`config.mk`:
```
export PLATFORM = sky130hd
export DESIGN_NAME = instr_feed_unit_flat
export DESIGN_NICKNAME = d
export VERILOG_FILES = /design/src/rtl/cpu_ls_pkg.sv /design/src/rtl/instr_feed_unit_if.sv /design/src/rtl/instr_feed_unit_prog_store.sv /design/src/rtl/instr_feed_unit.sv /design/src/flat_wrapper.sv
export SDC_FILE = /design/constraint.sdc
export NUM_CORES = 1
export LEC_CHECK = 0
export BUFFER_PORTS_ARGS = -buffer_cell sky130_fd_sc_hd__buf_2
export CAP_MARGIN = 20
export CORE_ASPECT_RATIO = 0.5
export CORE_MARGIN = 2
export CORE_UTILIZATION = 50
export DETAILED_ROUTE_END_ITERATION = 16
export PLACE_DENSITY = 0.66
export SLEW_MARGIN = 5
export SYNTH_ARGS = -nofsm -noshare
export SYNTH_HDL_FRONTEND = slang
export SYNTH_SLANG_ARGS = --single-unit
export TNS_END_PERCENT = 10
```
`constraint.sdc`:
```
create_clock -name clk -period 2.78 [get_ports clk]
set_clock_uncertainty 0.15 [all_clocks]
set_input_delay 0.278 -clock clk [delete_from_list [all_inputs] [get_ports clk]]
set_output_delay 0.278 -clock clk [all_outputs]
set_load 0.1 [all_outputs]
```
`src/rtl/cpu_ls_pkg.sv`:
```
// Shared definitions for the CPU_LS instruction-side feed logic.
package cpu_ls_pkg;

  localparam int INS_W = 16;

  // Instruction word driven whenever nothing valid is being issued.
  localparam logic [INS_W-1:0] NOP_WORD = 16'h0000;

  // Feed FSM state encoding; the numeric values are visible on the debug port.
  typedef enum logic [2:0] {
    ST_IDLE  = 3'd0,
    ST_FETCH = 3'd1,
    ST_ISSUE = 3'd2,
    ST_WAIT  = 3'd3,
    ST_HALT  = 3'd4
  } state_e;

endpackage

```
`src/rtl/instr_feed_unit_if.sv`:
```
// Bundle between the instruction feed unit and its CPU / program-load side.
//
// Handshake semantics: there is no valid/ready pair. en2 is a one-cycle issue
// strobe with no back-pressure; the CPU must take ins in the cycle en2=1.
// ins is stable from the cycle en2 rises until the next fetch. prog_we is a
// fire-and-forget write strobe, accepted in every cycle and every state.
interface instr_feed_unit_if #(
  parameter int AW = 6
);
  logic           en_in;
  logic [15:0]    pc_in;
  logic           prog_we;
  logic [AW-1:0]  prog_addr;
  logic [15:0]    prog_data;
  logic [15:0]    ins;
  logic           en2;
  logic           busy;
  logic           halted;
  logic [15:0]    issue_cnt;

  // CPU / bench / boot-loader side.
  modport master (
    output en_in, pc_in, prog_we, prog_addr, prog_data,
    input  ins, en2, busy, halted, issue_cnt
  );

  // Feed unit side.
  modport slave (
    input  en_in, pc_in, prog_we, prog_addr, prog_data,
    output ins, en2, busy, halted, issue_cnt
  );
endinterface

```
`src/rtl/instr_feed_unit_prog_store.sv`:
```
// Program store: DEPTH x 16 register array, synchronous write, combinational
// write-first read so a same-cycle write to the fetched address is seen.
module prog_store #(
  parameter int DEPTH = 64,
  parameter int AW    = 6
) (
  input  logic          clk,
  input  logic          we,
  input  logic [AW-1:0] waddr,
  input  logic [15:0]   wdata,
  input  logic [AW-1:0] raddr,
  output logic [15:0]   rdata
);

  logic [15:0] mem_q [DEPTH];
  logic        waddr_ok;

  // Ignore writes that fall outside the populated part of the address space.
  assign waddr_ok = ({1'b0, waddr} < (AW + 1)'(DEPTH));

  // Store update; contents deliberately survive reset.
  always_ff @(posedge clk) begin
    if (we && waddr_ok) begin
      mem_q[waddr] <= wdata;
    end
  end

  // Read port with bypass of the write happening in the same cycle.
  always_comb begin
    rdata = mem_q[raddr];
    if (we && (waddr == raddr)) begin
      rdata = wdata;
    end
  end

endmodule

```
`src/rtl/instr_feed_unit.sv`:
```
// Instruction feed unit: fetches the word addressed by the CPU's PC from a
// local program store and issues it with a one-cycle en2 strobe every GAP
// cycles. An out-of-range PC parks the unit in HALT until reset.
module instr_feed_unit
  import cpu_ls_pkg::*;
#(
  parameter int DEPTH = 64,
  parameter int AW    = 6,
  // Cycles between en2 pulses; legal range 3..255.
  parameter int GAP   = 4,
  parameter logic [INS_W-1:0] NOP_WORD = cpu_ls_pkg::NOP_WORD
) (
  input  logic                clk,
  input  logic                rst,
  instr_feed_unit_if.slave    bus,
  output state_e              dbg_state
);

  // FETCH + ISSUE take two cycles, WAIT covers the remaining GAP-2 cycles,
  // counting GAP-3 down to 0 inclusive.
  localparam logic [7:0] WAIT_LOAD = 8'(GAP - 3);

  state_e             state_q, state_d;
  logic [INS_W-1:0]   ins_q, ins_d;
  logic               en2_q, en2_d;
  logic               halted_q, halted_d;
  logic [15:0]        cnt_q, cnt_d;
  logic [7:0]         wait_q, wait_d;

  logic [INS_W-1:0]   rdata;
  logic               pc_oob;

  prog_store #(
    .DEPTH (DEPTH),
    .AW    (AW)
  ) u_store (
    .clk   (clk),
    .we    (bus.prog_we),
    .waddr (bus.prog_addr),
    .wdata (bus.prog_data),
    .raddr (bus.pc_in[AW-1:0]),
    .rdata (rdata)
  );

  // The full 16-bit PC is compared, so high PC bits never alias into the store.
  assign pc_oob = (32'(bus.pc_in) >= 32'(DEPTH));

  // State and output registers; everything clears asynchronously.
  always_ff @(posedge clk or posedge rst) begin
    if (rst) begin
      state_q  <= ST_IDLE;
      ins_q    <= NOP_WORD;
      en2_q    <= 1'b0;
      halted_q <= 1'b0;
      cnt_q    <= 16'd0;
      wait_q   <= 8'd0;
    end else begin
      state_q  <= state_d;
      ins_q    <= ins_d;
      en2_q    <= en2_d;
      halted_q <= halted_d;
      cnt_q    <= cnt_d;
      wait_q   <= wait_d;
    end
  end

  // Next-state logic; en2 and issue_cnt change on the edge entering ISSUE so
  // the strobe, the count and the fetched word all appear together.
  always_comb begin
    state_d  = state_q;
    ins_d    = ins_q;
    en2_d    = 1'b0;
    halted_d = halted_q;
    cnt_d    = cnt_q;
    wait_d   = wait_q;
    case (state_q)
      ST_IDLE: begin
        if (bus.en_in) begin
          state_d = ST_FETCH;
        end
      end
      ST_FETCH: begin
        if (!bus.en_in) begin
          state_d = ST_IDLE;
        end else if (pc_oob) begin
          state_d  = ST_HALT;
          halted_d = 1'b1;
          ins_d    = NOP_WORD;
        end else begin
          state_d = ST_ISSUE;
          ins_d   = rdata;
          en2_d   = 1'b1;
          cnt_d   = cnt_q + 16'd1;
        end
      end
      ST_ISSUE: begin
        wait_d  = WAIT_LOAD;
        state_d = bus.en_in ? ST_WAIT : ST_IDLE;
      end
      ST_WAIT: begin
        if (!bus.en_in) begin
          state_d = ST_IDLE;
        end else if (wait_q == 8'd0) begin
          state_d = ST_FETCH;
        end else begin
          wait_d = wait_q - 8'd1;
        end
      end
      ST_HALT: begin
        state_d = ST_HALT;
      end
      default: begin
        state_d = ST_IDLE;
      end
    endcase
  end

  assign bus.ins       = ins_q;
  assign bus.en2       = en2_q;
  assign bus.halted    = halted_q;
  assign bus.issue_cnt = cnt_q;
  assign bus.busy      = (state_q == ST_FETCH) || (state_q == ST_ISSUE) ||
                         (state_q == ST_WAIT);
  assign dbg_state     = state_q;

endmodule

```
`src/flat_wrapper.sv`:
```
// flat-port wrapper written by rule: the top's interface ports become plain ports
module instr_feed_unit_flat import cpu_ls_pkg::*;
#(
  parameter int DEPTH = 64,
  parameter int AW    = 6,
                                                   
  parameter int GAP   = 4,
  parameter logic [INS_W-1:0] NOP_WORD = cpu_ls_pkg::NOP_WORD
)
  (clk, rst, dbg_state, bus_en_in, bus_pc_in, bus_prog_we, bus_prog_addr, bus_prog_data, bus_ins, bus_en2, bus_busy, bus_halted, bus_issue_cnt);
  instr_feed_unit_if #(.AW(AW)) bus_i ();
  input  logic clk;
  input  logic rst;
  output state_e dbg_state;
  input wire logic [$bits(bus_i.en_in)-1:0] bus_en_in;
  input wire logic [$bits(bus_i.pc_in)-1:0] bus_pc_in;
  input wire logic [$bits(bus_i.prog_we)-1:0] bus_prog_we;
  input wire logic [$bits(bus_i.prog_addr)-1:0] bus_prog_addr;
  input wire logic [$bits(bus_i.prog_data)-1:0] bus_prog_data;
  output wire logic [$bits(bus_i.ins)-1:0] bus_ins;
  output wire logic [$bits(bus_i.en2)-1:0] bus_en2;
  output wire logic [$bits(bus_i.busy)-1:0] bus_busy;
  output wire logic [$bits(bus_i.halted)-1:0] bus_halted;
  output wire logic [$bits(bus_i.issue_cnt)-1:0] bus_issue_cnt;
  assign bus_i.en_in = bus_en_in;
  assign bus_i.pc_in = bus_pc_in;
  assign bus_i.prog_we = bus_prog_we;
  assign bus_i.prog_addr = bus_prog_addr;
  assign bus_i.prog_data = bus_prog_data;
  assign bus_ins = bus_i.ins;
  assign bus_en2 = bus_i.en2;
  assign bus_busy = bus_i.busy;
  assign bus_halted = bus_i.halted;
  assign bus_issue_cnt = bus_i.issue_cnt;
  instr_feed_unit #(.DEPTH(DEPTH), .AW(AW), .GAP(GAP), .NOP_WORD(NOP_WORD)) u_core (.clk(clk), .rst(rst), .bus(bus_i), .dbg_state(dbg_state));
endmodule
```
* Word level (Yosys, flattened, before mapping) *
Memory sizes are Yosys's and may differ from the RTL's.
Index checks and enable logic that the tools add are counted.

storage, ports and cells
  flip-flop bits (word level) = 45
  bits in writable memories = 1024
  input port bits = 42
  output and inout bits = 38
  memories = 1

memories
  name                  depth  width  rd ports  clocked after memory_dff  write ports  line                              text
  u_core.u_store.mem_q  64     16     1         0                         1            instr_feed_unit_prog_store.sv:15  logic [15:0] mem_q [DEPTH];

operators by class
  add/subtract/negate cells = 2
  magnitude comparators = 1
  equality and inequality tests = 9
  multiplexer cells = 17
  bitwise operators = 1
  reductions and logical operators = 11

operators by type and width
  kind                                                                      count
  16-bit two-way mux                                                        2
  16-bit by 1-bit adder with 16-bit output (second input constant)          1
  16-bit by 7-bit >= comparator with 1-bit output (second input constant)   1
  8-bit two-way mux                                                         2
  8-bit one-hot mux with 2 select lines                                     1
  3-bit two-way mux                                                         5
  3-bit one-hot mux with 5 select lines                                     1
  3-bit AND reduction                                                       3
  8-bit logical NOT                                                         1
  8-bit by 1-bit subtractor with 8-bit output (second input constant)       1
  3-bit by 2-bit == test with 1-bit output (second input constant)          2
  6-bit == test                                                             1
  2-bit inequality test (second input constant)                             3
  1-bit two-way mux                                                         5
  2-bit AND reduction                                                       2
  3-bit by 1-bit == test with 1-bit output (second input constant)          1
  3-bit == test (second input constant)                                     1
  3-bit logical NOT                                                         1
  3-bit by 2-bit inequality test with 1-bit output (second input constant)  1
  1-bit logical OR                                                          2
  2-bit two-way mux                                                         1
  2-bit nonzero test                                                        1
  1-bit logical AND                                                         1
  1-bit inverter                                                            1

* Longest topological paths before layout *
  depth after elaboration = 4
  gate-level depth with buffers = 11

* By module *
A second synthesis with hierarchy kept.

unflattened totals
  cell total of the unflattened synthesis = 2300
  area total of the unflattened synthesis = 42228.0 sq um

by module, submodules not included
  module           instances  cells an instance  area each (sq um)  sequential area each (sq um)
  prog_store       1          2098               40149.8            30749.5
  instr_feed_unit  1          202                2078.2             1126.1

* Worst setup path before layout *
No wires, ideal clock.

  path type = register -> output
  start = reg u_core.state_q[0], in the netlist u_core.dbg_state[0]
  end = out bus_busy
  arrival time = 2.400 ns
  data required time = 2.352 ns
  path slack = -0.048 ns
  stages on the path, launching flop included = 3
  path buffers = 0
  cells stage by stage = dfrtp_1 > nor2_1 > nor2_1

between the ends
  cells in the longest elaborated chain, start to end = 3
  elaborated cells between the ends (all ways) = 5
  those cells by class = eq/ne (3); reduce/logical (2)

ends and longest elaborated chain
  element                                                                                                      line                    text
  start, declared                                                                                              instr_feed_unit.sv:23   state_e state_q, state_d;
  start signal, assigned                                                                                       instr_feed_unit.sv:58   state_q <= state_d;
  3-bit by 1-bit == test with 1-bit output / 3-bit by 2-bit == test with 1-bit output (equally long branches)  instr_feed_unit.sv:122  assign bus.busy = (state_q == ST_FETCH) || (state_q == ST_ISSUE) ||
  1-bit logical OR                                                                                             instr_feed_unit.sv:122
  1-bit logical OR (*)                                                                                         instr_feed_unit.sv:122
  end, declared                                                                                                flat_wrapper.sv:22      output wire logic [$bits(bus_i.busy)-1:0] bus_busy;

Every way passes the cells marked *; elsewhere a longest branch is shown, timed or not.

* Worst setup path in the final report *
  start = reg u_core.state_q[1], in the netlist u_core.dbg_state[1]
  end = reg u_core.ins_q[10], in the netlist u_core.bus.ins[10]

between the ends
  cells in the longest elaborated chain, start to end = 2

ends and longest elaborated chain
  element                                   line                   text
  3-bit by 1-bit == test with 1-bit output  instr_feed_unit.sv:76  case (state_q)
  2-bit AND reduction (no line)             --
  end signal, assigned                      instr_feed_unit.sv:59  ins_q <= ins_d;
  end, declared                             instr_feed_unit.sv:24  logic [INS_W-1:0] ins_q, ins_d;

Every way passes these cells.
A chain may end at the register's enable or synchronous reset.

==> impl_metrics.tcl <==
set metrics [dict create \
    switchingPower_w 0.00681 \
    drive_gt1_share_pct 28.1 \
    io_pins 80 \
    num_vias 21133 \
    power.share.clock_pct 38.8 \
    whs_path_depth 1 \
    cp.required_ns 3.24 \
    ir_worst_vdd_v 0.000414 \
    drt_first_pass_iters 5 \
    die_w_um 411 \
    hold_class "in -> reg" \
    finalHoldViolCount 0 \
    maxSlewHeadroom_pct 37.9 \
    fin_nets 2289 \
    core_um2 81800 \
    post-cts-setup-buffers 0 \
    r2r_setup_slack_ns 0.11 \
    drc 0 \
    die_h_um 207 \
    clk_pin_slew_ns 0.06 \
    critPathLaunchType "flop" \
    fill_cells 5999 \
    async_flop_share_pct 4.21 \
    start_util_pct 50.6 \
    whs_ns 0.0467 \
    grt_util_all_layers_pct 23.5 \
    slew_violations 0 \
    ctsHtreeMaxLevel 3 \
    ys_ff_latch 1069 \
    synth_edf_count 1024 \
    syn-cell-area_um2 41400 \
    rsz0062_at_grt "no" \
    dp_hpwl_um 60400 \
    p_total_w 0.0321 \
    r2r_end "u_core.bus.ins[10]" \
    outcome "completed" \
    root_buffer "clkbuf_16" \
    routed_via_density 6.18 \
    finalSetupViolCount 0 \
    synth_nets 2021 \
    synth_flop_cell "edfxtp_1" \
    p_per_area_nw_per_um2 677 \
    grt_pass1_wl_um 144000 \
    reg2reg_from "u_core.dbg_state[1]" \
    seq_area_frac_synth_pct 77.0 \
    cpMaxStageDelayCell "nor2_2" \
    slowest_delay_ns 0.39 \
    ant_nets 0 \
    clock_latency_ns 0.67 \
    gr-total-overflow 0 \
    crit_chain "nand4bb_1 -> nor4_4 -> buf_4 -> o21ai_1 -> nor2_2 -> a31oi_1 -> buf_4 -> nand3_1" \
    clock-sinks 1069 \
    drv_cap 0 \
    dieArea_um2 85300 \
    worst_path_most_repeated_cell "buf_4" \
    routed_wirelength_um 100000 \
    period_share_pct 96.0 \
    reg2regPathDepth 8 \
    worstSetupPathType "reg -> reg" \
    io_buffers 79 \
    drt-initial-drc-count 2862 \
    first_global_vias 20484 \
    crit_fanout 5 \
    clock_path_buffers 3 \
    antenna_found_initial 4 \
    p_leak_nw 15.7 \
    cts_tree "done" \
    syn_inst 1976 \
    yosysWarnings 0 \
    cts_buffers 92 \
    cp.arrival_ns 3.13 \
    worstHoldEndpoint "u_core.u_store.mem_q[7][0]" \
    p_int_w 0.0253 \
    num_rows 74 \
    period_needed_ns 2.67 \
    min_from "bus_prog_data[0]" \
    routedWlPerCell_um 29.3 \
    areaGrowthSynthToFinish_pct 14.5 \
    pwr-share-seq_pct 55.4 \
    avgSynthCellArea_um2 21.0 \
    fmax_mhz 375 \
    yosysUniqueCellTypes 55 \
    swShare_pct 21.2 \
    crit_path_end_kind "flop" \
    power_frac_comb_pct 5.8 \
    gp_congestion 0.852 \
    grt_max_degree 52 \
    worst_pin_slew_ns 0.925 \
]
-- flip-flops by register name (all words and copies together), names as in the netlist --
| register | cells |
|---|---|
| u_core.bus.halted | 1 |
| u_core.dbg_state | 3 |
| u_core.wait_q | 8 |
| u_core.bus.issue_cnt | 16 |
| u_core.bus.ins | 16 |
| u_core.bus.en2 | 1 |
| u_core.u_store.mem_q | 1024 |
-- cell type report --
cell class	instances	area, µm²	share of cell area [%]
sequential	1069	31900	67.2
multi-input combinational	794	9040	19.1
clock buffer	120	2490	5.25
tap	1102	1380	2.91
clock inverter	43	364	0.768
timing repair buffer	277	2220	4.68
inverter	10	37.5	0.0792
antenna	2	5.00	0.0106
-- synth_stat cells (all sizes together) (4+ instances only) --
master	count	share of area (%)
buf	54	0.79
nor2b	26	0.39
nand3	32	0.39
xnor2	18	0.38
mux2i	99	2.4
xor2	7	0.15
nor3	8	0.097
nand2b	5	0.076
nand2	52	0.47
nand3b	4	0.073
o21ai	14	0.17
a22oi	105	1.9
nor2	86	0.79
clkinv	4	0.036
nand4	8	0.12
edfxtp	1024	74
dfrtp	45	2.7
clkbuf	49	0.44
a211o	5	0.11
nor3b	10	0.21
mux4	231	13
nor4	4	0.13
inv	6	0.054
a21oi	38	0.46
a31oi	4	0.060
-- cell families (layout without fill, tap and decap cells) --
| kind of cell | count (synthesis) | after routing | synth area share, % |
|---|---|---|---|
| buffers and inverters | 113 | 450 | 1.33 |
| adder cells (fa/ha/maj) | 3 | 3 | 0.0907 |
| AO/OA/AOI/OAI | 177 | 177 | 2.90 |
| other | 0 | 2 | 0 |
| AND/OR/NAND/NOR | 256 | 256 | 3.12 |
| flip-flops | 1069 | 1069 | 77.0 |
| multiplexers | 333 | 333 | 15.0 |
| XOR/XNOR | 25 | 25 | 0.529 |
-- metrics by stage --
step	worst slack, ns	util (%)	cells	instance area [µm²]	setup TNS [ns]
2_1_floorplan	-0.0306	-	1976	41400	-0.0306
3_3_place_gp	-0.358	54.2	3235	44400	-0.751
3_5_place_dp	-0.342	54.2	3235	44400	-0.753
4_1_cts	0.0323	57.9	3414	47400	0
5_1_grt	0.00101	57.9	3416	47400	0
6_report	0.110	57.9	3417	47400	0
-- timing repair --
action / CTS / global route
resized for setup: 0 / 1
hold endpoints to repair: 195 / 0
setup endpoints to repair: 0 / 1
hold buffers: 16 / 0
-- placed cells by master (no fill, tap or decap), types with 4 or more instances in the layout --
master and n:
nor3_1 8, xor2_1 7, nor3b_1 9, a31oi_1 4, o21ai_1 13, nand2_1 52
bufinv_16 6, nor2_1 67, dfrtp_1 45, clkbuf_16 95, nor2b_1 22, inv_1 5
nand3b_1 4, nor2b_2 4, buf_2 77, nand4_1 8, clkinv_2 14, dlygate4sd3_1 16
xnor2_1 18, clkbuf_1 23, buf_4 159, a21oi_1 38, edfxtp_1 1024, nand2b_1 5
a211o_1 5, nand3_1 32, mux2i_1 99, clkinv_1 21, buf_12 22, nor2_2 19
mux4_2 231, a22oi_1 105
-- worst max-delay path by stage --
stage	from	to	slack, ns	cells after the start
final	u_core.dbg_state[1]	u_core.bus.ins[10]	0.11	8
after global routing	u_core.dbg_state[1]	u_core.bus.ins[4]	0.001	7
after CTS	u_core.dbg_state[1]	u_core.bus.ins[4]	0.03	7
after detailed placement	bus_pc_in[0]	u_core.bus.ins[10]	-0.34	9
after global placement	bus_pc_in[0]	u_core.bus.ins[11]	-0.36	9
after floorplan	u_core.dbg_state[0]	u_core.bus.issue_cnt[15]	-0.03	6
-- power by group through the flow --
stage / registers, W / logic (W) / clock network (W)
after floorplan: 0.0182 / 0.000930 / 0
after global placement: 0.0181 / 0.00184 / 0
after detailed placement: 0.0181 / 0.00186 / 0
after CTS: 0.0178 / 0.00187 / 0.0126
after global routing: 0.0178 / 0.00198 / 0.0133
final: 0.0178 / 0.00188 / 0.0125
-- routing by layer --
layer | part of all wire, % | vias to the layer above | wire (µm) | track usage (%)
met5 | 0 | - | 0 | 0
met4 | 2.2 | 0 | 2160 | 5.38
met3 | 8.5 | 147 | 8530 | 4.89
met2 | 47 | 990 | 46900 | 35.9
met1 | 42 | 11267 | 42400 | 35.4
li1 | - | 8729 | - | -
-- critical path, delay by kind of cell (launching register included) --
family	cells	cell delay, ns
DFF	1	0.38
and+or+nand+nor	4	1.20
buffers and inverters	2	0.45
AOI/OAI and AO/OA	2	0.43
No activity file was read; power rests on OpenSTA's default activity.
